--- src/rtl/mem_access_unit.sv ---
// MEM-stage load/store unit: runs one transaction at a time on a valid/ready data bus
// with an rvalid read response. It stalls upstream while busy and drives the MEM->WB registers.
module mem_access_unit #(
   parameter int WIDTH   = 32,
   parameter int TIMEOUT = 255
) (
   input  logic             clk,
   input  logic             rst,
   input  logic             regwrite_mem,
   input  logic             memtoreg_mem,
   input  logic             memwrite_mem,
   input  logic [WIDTH-1:0] aluout_mem,
   input  logic [WIDTH-1:0] writedata_mem,
   input  logic [4:0]       regaddr_mem,
   output logic             stall_mem,
   output logic             bus_valid,
   output logic             bus_we,
   output logic [WIDTH-1:0] bus_addr,
   output logic [WIDTH-1:0] bus_wdata,
   input  logic             bus_ready,
   input  logic             bus_rvalid,
   input  logic [WIDTH-1:0] bus_rdata,
   output logic             regwrite_wb,
   output logic             memtoreg_wb,
   output logic [WIDTH-1:0] readdata_wb,
   output logic [WIDTH-1:0] aluout_wb,
   output logic [4:0]       regaddr_wb,
   output logic             err_mem
);

   localparam int CNT_W = $clog2(TIMEOUT + 1);
   localparam logic [CNT_W-1:0] CNT_LAST = CNT_W'(TIMEOUT - 1);

   localparam logic [1:0] S_IDLE  = 2'd0;
   localparam logic [1:0] S_REQ   = 2'd1;
   localparam logic [1:0] S_RDATA = 2'd2;
   localparam logic [1:0] S_DONE  = 2'd3;

   logic [1:0]       state_q, state_d;
   logic [CNT_W-1:0] cnt_q, cnt_d;
   logic [WIDTH-1:0] rbuf_q, rbuf_d;
   logic             err_q, err_d;
   logic             bus_valid_q, bus_valid_d;
   logic             bus_we_q, bus_we_d;
   logic [WIDTH-1:0] bus_addr_q, bus_addr_d;
   logic [WIDTH-1:0] bus_wdata_q, bus_wdata_d;
   logic             regwrite_wb_q, regwrite_wb_d;
   logic             memtoreg_wb_q, memtoreg_wb_d;
   logic [WIDTH-1:0] readdata_wb_q, readdata_wb_d;
   logic [WIDTH-1:0] aluout_wb_q, aluout_wb_d;
   logic [4:0]       regaddr_wb_q, regaddr_wb_d;

   logic memop, is_load, misaligned, timeout_hit, stall;

   // Store wins when both memtoreg and memwrite are set.
   assign memop       = memtoreg_mem | memwrite_mem;
   assign is_load     = memtoreg_mem & ~memwrite_mem;
   assign misaligned  = |aluout_mem[1:0];
   assign timeout_hit = (cnt_q == CNT_LAST);

   always_comb begin
      state_d       = state_q;
      cnt_d         = cnt_q;
      rbuf_d        = rbuf_q;
      err_d         = err_q;
      bus_valid_d   = bus_valid_q;
      bus_we_d      = bus_we_q;
      bus_addr_d    = bus_addr_q;
      bus_wdata_d   = bus_wdata_q;
      regwrite_wb_d = regwrite_wb_q;
      memtoreg_wb_d = memtoreg_wb_q;
      readdata_wb_d = readdata_wb_q;
      aluout_wb_d   = aluout_wb_q;
      regaddr_wb_d  = regaddr_wb_q;
      stall         = 1'b0;

      unique case (state_q)
         S_IDLE: begin
            if (memop) begin
               stall = 1'b1;
               if (misaligned) begin
                  err_d   = 1'b1;
                  rbuf_d  = '0;
                  state_d = S_DONE;
               end else begin
                  bus_valid_d = 1'b1;
                  bus_we_d    = memwrite_mem;
                  bus_addr_d  = aluout_mem;
                  bus_wdata_d = writedata_mem;
                  cnt_d       = '0;
                  state_d     = S_REQ;
               end
            end
         end
         S_REQ: begin
            stall = 1'b1;
            cnt_d = cnt_q + CNT_W'(1);
            // Timeout takes priority: the wait window is never longer than TIMEOUT cycles.
            if (timeout_hit) begin
               bus_valid_d = 1'b0;
               err_d       = 1'b1;
               rbuf_d      = '0;
               state_d     = S_DONE;
            end else if (bus_ready) begin
               bus_valid_d = 1'b0;
               state_d     = bus_we_q ? S_DONE : S_RDATA;
            end
         end
         S_RDATA: begin
            stall = 1'b1;
            cnt_d = cnt_q + CNT_W'(1);
            if (timeout_hit) begin
               err_d   = 1'b1;
               rbuf_d  = '0;
               state_d = S_DONE;
            end else if (bus_rvalid) begin
               rbuf_d  = bus_rdata;
               state_d = S_DONE;
            end
         end
         default: begin
            state_d = S_IDLE;
         end
      endcase

      // A stalled cycle sends a bubble to WB; the other WB fields keep their value.
      if (stall) begin
         regwrite_wb_d = 1'b0;
      end else begin
         regwrite_wb_d = regwrite_mem;
         memtoreg_wb_d = memtoreg_mem;
         aluout_wb_d   = aluout_mem;
         regaddr_wb_d  = regaddr_mem;
         readdata_wb_d = is_load ? rbuf_q : '0;
      end
   end

   always_ff @(posedge clk or negedge rst) begin
      if (!rst) begin
         state_q       <= S_IDLE;
         cnt_q         <= '0;
         rbuf_q        <= '0;
         err_q         <= 1'b0;
         bus_valid_q   <= 1'b0;
         bus_we_q      <= 1'b0;
         bus_addr_q    <= '0;
         bus_wdata_q   <= '0;
         regwrite_wb_q <= 1'b0;
         memtoreg_wb_q <= 1'b0;
         readdata_wb_q <= '0;
         aluout_wb_q   <= '0;
         regaddr_wb_q  <= '0;
      end else begin
         state_q       <= state_d;
         cnt_q         <= cnt_d;
         rbuf_q        <= rbuf_d;
         err_q         <= err_d;
         bus_valid_q   <= bus_valid_d;
         bus_we_q      <= bus_we_d;
         bus_addr_q    <= bus_addr_d;
         bus_wdata_q   <= bus_wdata_d;
         regwrite_wb_q <= regwrite_wb_d;
         memtoreg_wb_q <= memtoreg_wb_d;
         readdata_wb_q <= readdata_wb_d;
         aluout_wb_q   <= aluout_wb_d;
         regaddr_wb_q  <= regaddr_wb_d;
      end
   end

   assign stall_mem   = stall;
   assign bus_valid   = bus_valid_q;
   assign bus_we      = bus_we_q;
   assign bus_addr    = bus_addr_q;
   assign bus_wdata   = bus_wdata_q;
   assign regwrite_wb = regwrite_wb_q;
   assign memtoreg_wb = memtoreg_wb_q;
   assign readdata_wb = readdata_wb_q;
   assign aluout_wb   = aluout_wb_q;
   assign regaddr_wb  = regaddr_wb_q;
   assign err_mem     = err_q;

endmodule

--- config.mk ---
export PLATFORM = sky130hd
export DESIGN_NAME = mem_access_unit
export DESIGN_NICKNAME = d
export VERILOG_FILES = /design/src/rtl/mem_access_unit.sv
export SDC_FILE = /design/constraint.sdc
export NUM_CORES = 1
export LEC_CHECK = 0
export BUFFER_PORTS_ARGS = -buffer_cell sky130_fd_sc_hd__clkbuf_2
export CAP_MARGIN = 20
export CORE_MARGIN = 8
export CORE_UTILIZATION = 50
export CTS_CLUSTER_SIZE = 20
export DETAILED_ROUTE_END_ITERATION = 6
export PLACE_DENSITY = 0.77
export RECOVER_POWER = 25
export SLEW_MARGIN = 30
export SYNTH_ARGS = -nofsm -noshare
export SYNTH_HDL_FRONTEND = slang
export SYNTH_SLANG_ARGS = --single-unit
export TNS_END_PERCENT = 100
--- constraint.sdc ---
create_clock -name clk -period 2.11 [get_ports clk]
set_input_delay 0.1055 -clock clk [delete_from_list [all_inputs] [get_ports clk]]
set_output_delay 0.1055 -clock clk [all_outputs]
set_load 0.01 [all_outputs]
### Word-level counts from Yosys, hierarchy flattened

Cells that the tools add are included.

* bitwise logic cells: 4
* eq/ne operators: 10
* add/subtract/negate cells: 1
* reduce and logical (&&, ||, !) cells: 12
* multiplexer cells: 30

Operator list (count)
* two-way mux 32 bit: 6
* case mux 32 bit (3 select lines): 1
* two-way mux 8 bit: 2
* case mux 8 bit (2 select lines): 1
* two-way mux 2 bit: 6
* two-way mux 1 bit: 10
* AND reduction 3 bit: 3
* adder 8 x 1 -> 8 bit (second input constant): 1
* equality test 8 bit (second input constant): 1
* != test 2 bit (second input constant): 4
* AND reduction 4 bit: 2
* != test 3 bit (second input constant): 2
* case mux 1 bit (2 select lines): 3
* case mux 2 bit (3 select lines): 1
* AND reduction 5 bit: 1
* nonzero test 2 bit: 2
* OR reduction 2 bit: 2
* nonzero test 3 bit: 1
* equality test 2 x 1 -> 1 bit (second input constant): 1
* equality test 2 bit (second input constant): 1
* logical NOT 2 bit: 1
* != test 2 x 1 -> 1 bit (second input constant): 1
* inverter 1 bit: 2
* AND 1 bit: 1
* OR 1 bit: 1

* bits in registers: 180
* output and inout bits: 139
* input port bits: 108
* word-level logic and storage cells: 70

### Depth between registers and ports, before layout

Gate-level depths: netlist of run 1.

* word-level depth: 4
* gate-level depth with buffers: 9
* mapped depth without buffers: 6

### Least setup slack after synthesis of run 1

OpenSTA, ideal clock, no wires.

* path type: flip-flop to flip-flop
* start point: register state_q[0]
* end point: register aluout_wb_q[17], in the netlist aluout_wb[17]
* library setup time: 0.125 ns
* required time: 1.985 ns
* setup slack: 0.244 ns
* path buffers: 3
* stages on the path, launching flop included: 9
* period minus slack after synthesis: 1.866 ns
* data arrival time: 1.741 ns
* cell sequence: dfrtp_1 inv_1 ha_1 buf_2 o21ai_0 a21oi_2 buf_4 buf_4 mux2_2

* longest elaborated chain between the ends: 3
* elaborated cells between the ends (all ways): 5
* those cells by class: eq/ne (2); mux (1); reduce/logical (2)

Ends and longest elaborated chain
* start: declaration: RTL line 39 `logic [1:0] state_q, state_d;`
* start signal: assignment: RTL line 154 `state_q <= state_d;`
* equality test 2 bit / equality test 2 x 1 -> 1 bit (equally long branches): RTL line 77 `unique case (state_q)`
* OR reduction 2 bit (no line)
* case mux 1 bit (2 select lines) *: RTL line 77
* end signal: assignment: RTL line 165 `aluout_wb_q <= aluout_wb_d;`
* end: declaration: RTL line 50 `logic [WIDTH-1:0] aluout_wb_q, aluout_wb_d;`

Mark *: on every way between the ends. The rest lies on a longest branch, timed or not.
A chain may end at the register's enable or synchronous reset.

### Final worst setup path of run 1

* start point: register state_q[0]
* end point: output port stall_mem

* longest elaborated chain between the ends: 3
* elaborated cells between the ends (all ways): 5
* those cells by class: eq/ne (2); mux (1); reduce/logical (2)

Ends and longest elaborated chain
* equality test 2 bit / equality test 2 x 1 -> 1 bit (equally long branches): RTL line 77
* OR reduction 2 bit (no line)
* case mux 1 bit (2 select lines) *: RTL line 77
* end: declaration: RTL line 15 `output logic stall_mem,`

Marks and branches as above.

==> results of run 1 <==
worst max path at each step:
stage	end	slack, ns	depth (start not counted)
2_1_floorplan	aluout_wb[17]	0.24	8
3_3_place_gp	state_q[1]	0.25	6
3_5_place_dp	state_q[1]	0.18	6
4_1_cts	stall_mem	0.0002	6
5_1_grt	stall_mem	0.02	6
6_report	stall_mem	0.11	6
tightest hold or removal path: cells and delay by family:
family          cells  cell delay, ns
compound gates      1            0.08
buf+inv             1            0.08
simple gates        1            0.18
kinds of logic after synthesis:
| kind of cell | count (synthesis) | synth area share, % |
|---|---|---|
| DFF | 180 | 61.2 |
| and+or+nand+nor | 135 | 7.92 |
| muxes | 134 | 19.9 |
| buffers and inverters | 70 | 4.54 |
| AOI/OAI and AO/OA | 64 | 5.37 |
| adders and majority gates | 6 | 1.02 |
flip-flops by register name (all words and copies together), names as in the netlist, 2 cells and up:
register and count:
bus_addr 32, state_q 2, aluout_wb 32, readdata_wb 32, cnt_q 8, regaddr_wb 5
rbuf_q 32, bus_wdata 32
metal layers:
| layer | part of all wire, % | GRT usage (%) | up-vias |
|---|---|---|---|
| met4 | 2.1 | 7.54 | 0 |
| met1 | 39 | 26.0 | 2835 |
| met5 | 0 | 0 | - |
| met2 | 52 | 38.3 | 196 |
| met3 | 7.3 | 6.93 | 33 |
| li1 | - | - | 2695 |
synthesized netlist by cell type, types with 3 or more instances:
cell	count	area [µm²]
dfrtp_1	180	4500
mux2_2	100	1130
nand2_1	100	375
o21ai_0	45	225
inv_1	38	143
mux2i_1	33	330
clkbuf_1	11	41.3
buf_2	9	45.0
buf_4	8	60.1
nand3_1	8	40.0
ha_1	6	75.1
nor2b_1	5	31.3
buf_6	4	45.0
nand2b_1	4	25.0
nor2_1	4	15.0
a21oi_1	3	15.0
through the flow:
stage	utilization [%]	hold slack [ns]
finish	72.7	0.0629
global route	72.7	0.0473
CTS	72.5	0.0354
detailed placement	61.3	0.0905
global placement	61.3	0.0899
floorplan	-	-0.190
layout make-up:
type,instances,area [µm²]
Antenna cell,1,2.50
Clock buffer,19,433
Clock inverter,13,128
Fill cell,946,3950
Inverter,38,143
Multi-Input combinational cell,339,2550
Sequential cell,180,4500
Tap cell,184,230
Timing Repair Buffer,369,2540
repair_timing:
item,in CTS,in global routing
gates cloned,1,1
pin swaps,0,1
hold endpoints to repair,180,0
setup buffers,0,2
hold buffers,103,0
setup endpoints to repair,1,1
report_power, final:
group / switching, mW / leakage (nW) / internal (mW) / total, mW
sequential: 0.852 / 2.26 / 4.93 / 5.78
combinational: 3.72 / 2.66 / 3.47 / 7.20
clock: 1.39 / 0.270 / 1.65 / 3.04
==> key figures, run 1 <==
Status
  – Status: finished clean

Detailed routing
  – Vias: 5,759
  – DRT Pass-1 Iters: 4
  – Post-route DRC: 0
  – ANT nets after route: 0
  – Routed wire length: 21.1 mm
  – 1st-iter DRT viols: 232
  – Via density per instance: 5.04
  – Wirelength per Cell: 18.4 µm

Worst setup path
  – CP max-delay cell: dfrtp_1
  – Max FO, Critical Path: 15
  – Crit path capture type: output pin
  – Worst r2r dst: state_q[1]
  – Most frequent cell on the critical path: inv_1
  – Crit Path Class: flop to output pin
  – Crit path from: state_q[0]
  – FF-to-FF path depth: 6
  – R2R Setup Slk: 0.16 ns
  – Critical path buffer and inverter count: 4
  – CP required: 2.00 ns
  – CP delay by family, top: buffers and inverters
  – WP data arrival: 1.89 ns
  – Startpoint types: flop
  – Worst R2R Start: cnt_q[0]
  – CP cell instances: inv_1 > ha_1 > inv_1 > a21oi_4 > buf_12 > clkbuf_2
  – Crit path largest cell delay: 0.38 ns

Floorplan
  – Die height: 137 µm
  – Die ar.: 18,900 µm²
  – I/O pin count: 247
  – Row count: 44
  – Core Box Area: 14,500 µm²
  – Die Wd: 137 µm
  – Starting density of the core: 50.8%

Logic synthesis
  – Ys Warns: 0
  – Mapped Area: 7360 µm²
  – Synth Net Count: 703
  – Ys flop type: dfrtp_1
  – Distinct cell type count after synthesis: 40
  – Seq/Total Area, Yosys: 61.2%
  – FF+latch count, synth: 180
  – Mean Syn Cell Area: 12.5 µm²
  – Post-synth EDFFs: 0
  – Post-Syn Instances: 589
  – Post-synth ARST share: 100%

Place
  – Pre-CTS setup slack: 0.177 ns
  – Cell area after placement: 8870 µm²
  – RePlAce Congestion: 0.800
  – Dpl cells: 1,003
  – HPWL after detailed placement: 12.8 mm
  – Number of port buffers: 246

Power and ir drop
  – Peak supply drop: 0.925 mV
  – Design Power: 16.0 mW
  – LEAKAGE: 5.19 nW
  – Pwr/cell area: 1520 nW/µm²

Timing
  – RSZ-0062 raised after global routing: false
  – Final worst path period share: 94.6%
  – Final hold vios: 0
  – Final min period: 2.00 ns
  – Worst-Margin Slew: 1.34 ns
  – Setup TNS: 0 ns
  – Slew Limit Fails: 0
  – Max Fclk: 0.501 GHz
  – Final setup margin: 0.115 ns
  – Max_slew headroom: 10.8%
  – Clock skew: 0.00835 ns
  – Final setup vio count: 0

Hold path
  – Worst Hold Depth: 3
  – Worst hold endpoint: rbuf_q[30]
  – Worst hold path type: primary input to flop
  – Worst hold start: bus_rdata[30]

Clock network
  – Clock insertion delay at the later pin of the skew report: 0.42 ns
  – CTS buffer count: 17
  – CTS Sinks: 180
  – CTS clk-pin slew, worst paths: 0.06 ns
  – Clk root buf: clkbuf_16
  – CTS tree: done
  – H-tree Lvls: 4
  – PostCTS Resize Cnt: 0
  – Clk buf depth: 2

GRT
  – Gr ovfl total: 0
  – Tot GR Track Use: 22.3%
  – Vias in the first global route: 6,165
  – Global-route wire length before repair: 32.6 mm
  – Largest net degree at the start of global routing: 53
  – Antenna violations before repair: 0

Job
  – Max-cap violations: 0

Cells and area
  – Post-route cell area: 10,500 µm²
  – Share of layout cells above drive strength 1: 42.4%
  – Fin cells: 1,143
  – Nets: 1,059
  – Syn-to-layout area delta: 43.1%
  – Commonest non-fill, non-tap cell in the layout: clkbuf_2
  – Most frequent cells in the layout: clkbuf_2, dfrtp_1, dlygate4sd3_1
No activity file was read; power rests on OpenSTA's default activity.
==> inputs of run 2 (changes only) <==
Settings changed: PLACE_DENSITY 0.77 to 0.91.
==> key figures, run 2 (synthesis gave the netlist of run 1 again) <==
Status
  – Status: finished clean

Timing
  – Clock skew: 0.00959 ns (+0.00124 ns)
  – Setup TNS: 0 ns (unchanged)
  – RSZ-0062 raised after global routing: false
  – Worst-Margin Slew: 1.38 ns (+0.0428 ns)
  – Max Fclk: 0.501 GHz (-0.10%)
  – Slew Limit Fails: 0 (unchanged)
  – Max_slew headroom: 7.96% (-2.9 points)
  – Final hold vios: 0 (unchanged)
  – Final min period: 2.00 ns (+0.00207 ns)
  – Final setup margin: 0.113 ns (-0.00207 ns)
  – Final worst path period share: 94.7% (+0.098 points)
  – Final setup vio count: 0 (unchanged)

Place
  – RePlAce Congestion: 0.798 (-0.29%)
  – Dpl cells: 1,002 (-0.10%)
  – Number of port buffers: 246 (unchanged)
  – Pre-CTS setup slack: 0.135 ns (-0.0420 ns)
  – Cell area after placement: 8850 µm² (-0.23%)
  – HPWL after detailed placement: 13.1 mm (+2.2%)

GRT
  – Antenna violations before repair: 0 (unchanged)
  – Global-route wire length before repair: 33.5 mm (+2.9%)
  – Tot GR Track Use: 22.7% (+0.36 points)
  – Largest net degree at the start of global routing: 105 (+98%)
  – Gr ovfl total: 0 (unchanged)
  – Vias in the first global route: 6,401 (+3.8%)

Power and ir drop
  – Pwr/cell area: 1550 nW/µm² (+1.8%)
  – Peak supply drop: 1.04 mV (+12%)
  – Design Power: 16.3 mW (+1.8%)
  – LEAKAGE: 5.19 nW (about the same)

Worst setup path
  – Crit path capture type: output pin
  – CP cell instances: inv_1 > ha_2 > inv_1 > a21oi_4 > buf_12 > clkbuf_2
  – FF-to-FF path depth: 7 (+1)
  – Startpoint types: flop
  – Crit path largest cell delay: 0.39 ns (about the same)
  – Most frequent cell on the critical path: inv_1
  – Max FO, Critical Path: 30 (+15)
  – WP data arrival: 1.89 ns (about the same)
  – CP required: 2.00 ns (about the same)
  – Crit Path Class: flop to output pin
  – CP max-delay cell: dfrtp_1

Cells and area
  – Syn-to-layout area delta: 43.1% (about the same)
  – Commonest non-fill, non-tap cell in the layout: clkbuf_2
  – Most frequent cells in the layout: clkbuf_2, dfrtp_1, dlygate4sd3_1
  – Fin cells: 1,140 (-0.26%)
  – Nets: 1,056 (-0.28%)
  – Post-route cell area: 10,500 µm² (about the same)
  – Share of layout cells above drive strength 1: 42.3% (-0.076 points)

Clock network
  – H-tree Lvls: 4 (unchanged)
  – Clk root buf: clkbuf_16
  – CTS tree: done
  – CTS clk-pin slew, worst paths: 0.06 ns (about the same)
  – CTS Sinks: 180 (unchanged)
  – CTS buffer count: 17 (unchanged)
  – Clk buf depth: 2 (unchanged)
  – Clock insertion delay at the later pin of the skew report: 0.42 ns (about the same)

Job
  – Max-cap violations: 0 (unchanged)

Detailed routing
  – Post-route DRC: 0 (unchanged)
  – DRT Pass-1 Iters: 4 (unchanged)
  – Via density per instance: 5.09 (+1.0%)
  – ANT nets after route: 0 (unchanged)
  – Routed wire length: 21.3 mm (+0.86%)
  – 1st-iter DRT viols: 258 (+11%)
  – Wirelength per Cell: 18.7 µm (+1.1%)
  – Vias: 5,803 (+0.76%)

Floorplan
  – I/O pin count: 247 (unchanged)
  – Die Wd: 137 µm (unchanged)
  – Starting density of the core: 50.8% (unchanged)
  – Row count: 44 (unchanged)
  – Core Box Area: 14,500 µm² (unchanged)
  – Die height: 137 µm (unchanged)
  – Die ar.: 18,900 µm² (unchanged)

Hold path
  – Worst hold path type: primary input to flop
  – Worst Hold Depth: 2 (-1)
run 2: critical path, delay by kind of cell (launching register included):
family	cells	cell delay, ns
AO/OA/AOI/OAI	1	0.20
adder cells (fa/ha/maj)	1	0.33
buffers and inverters	4	0.55
flip-flops	1	0.39
run 2: per-layer routing:
metal / GRT usage, % / vias up / wire length (µm)
li1: - / 2683 / -
met2: 39.3 / 235 / 11200
met1: 25.4 / 2843 / 7790
met5: 0 / - / 0
met4: 9.05 / 0 / 551
met3: 7.37 / 42 / 1730
run 2: stage by stage:
step	utilization, %	hold slack [ns]
finish	72.8	0.0388
global route	72.7	0.0411
CTS	73.0	0.0293
detailed placement	61.1	0.147
global placement	61.1	0.150
floorplan	-	-0.190
run 2: path summary, 6_finish.rpt:
path                                 start         endpoint  slack (ns)
hold / removal                memwrite_mem           bus_we        0.04
max in group asynchronous              rst     aluout_wb[3]        0.55
setup reg to reg                state_q[1]    aluout_wb[28]        0.12
min in group asynchronous              rst   readdata_wb[4]        0.52
hold reg to reg            readdata_wb[19]  readdata_wb[19]        0.49
setup / recovery                state_q[1]        stall_mem        0.11
run 2: timing repair:
item                                    4_1_cts  5_1_grt
setup buffers                                 1        0
hold endpoints to repair                    312        0
hold buffers                                103        0
endpoints found under the setup margin        1       41
cloned                                        1        0
pin swaps                                     1        0
resized for setup                             0        1
run 2: area by class of cell:
cell class / count / area, µm²
Sequential cell: 180 / 4500
Timing Repair Buffer: 366 / 2460
Clock inverter: 13 / 195
Inverter: 38 / 143
Fill cell: 927 / 3940
Antenna cell: 1 / 2.50
Tap cell: 184 / 230
Clock buffer: 19 / 443
Multi-Input combinational cell: 339 / 2550
run 2: power by group:
part           total (mW)  leakage [nW]  internal [mW]  switching (mW)
Combinational        7.10          2.62           3.39            3.71
Sequential           5.83          2.26           4.93           0.899
Clock                3.38         0.312           2.04            1.34
Total                16.3          5.19           10.4            5.95
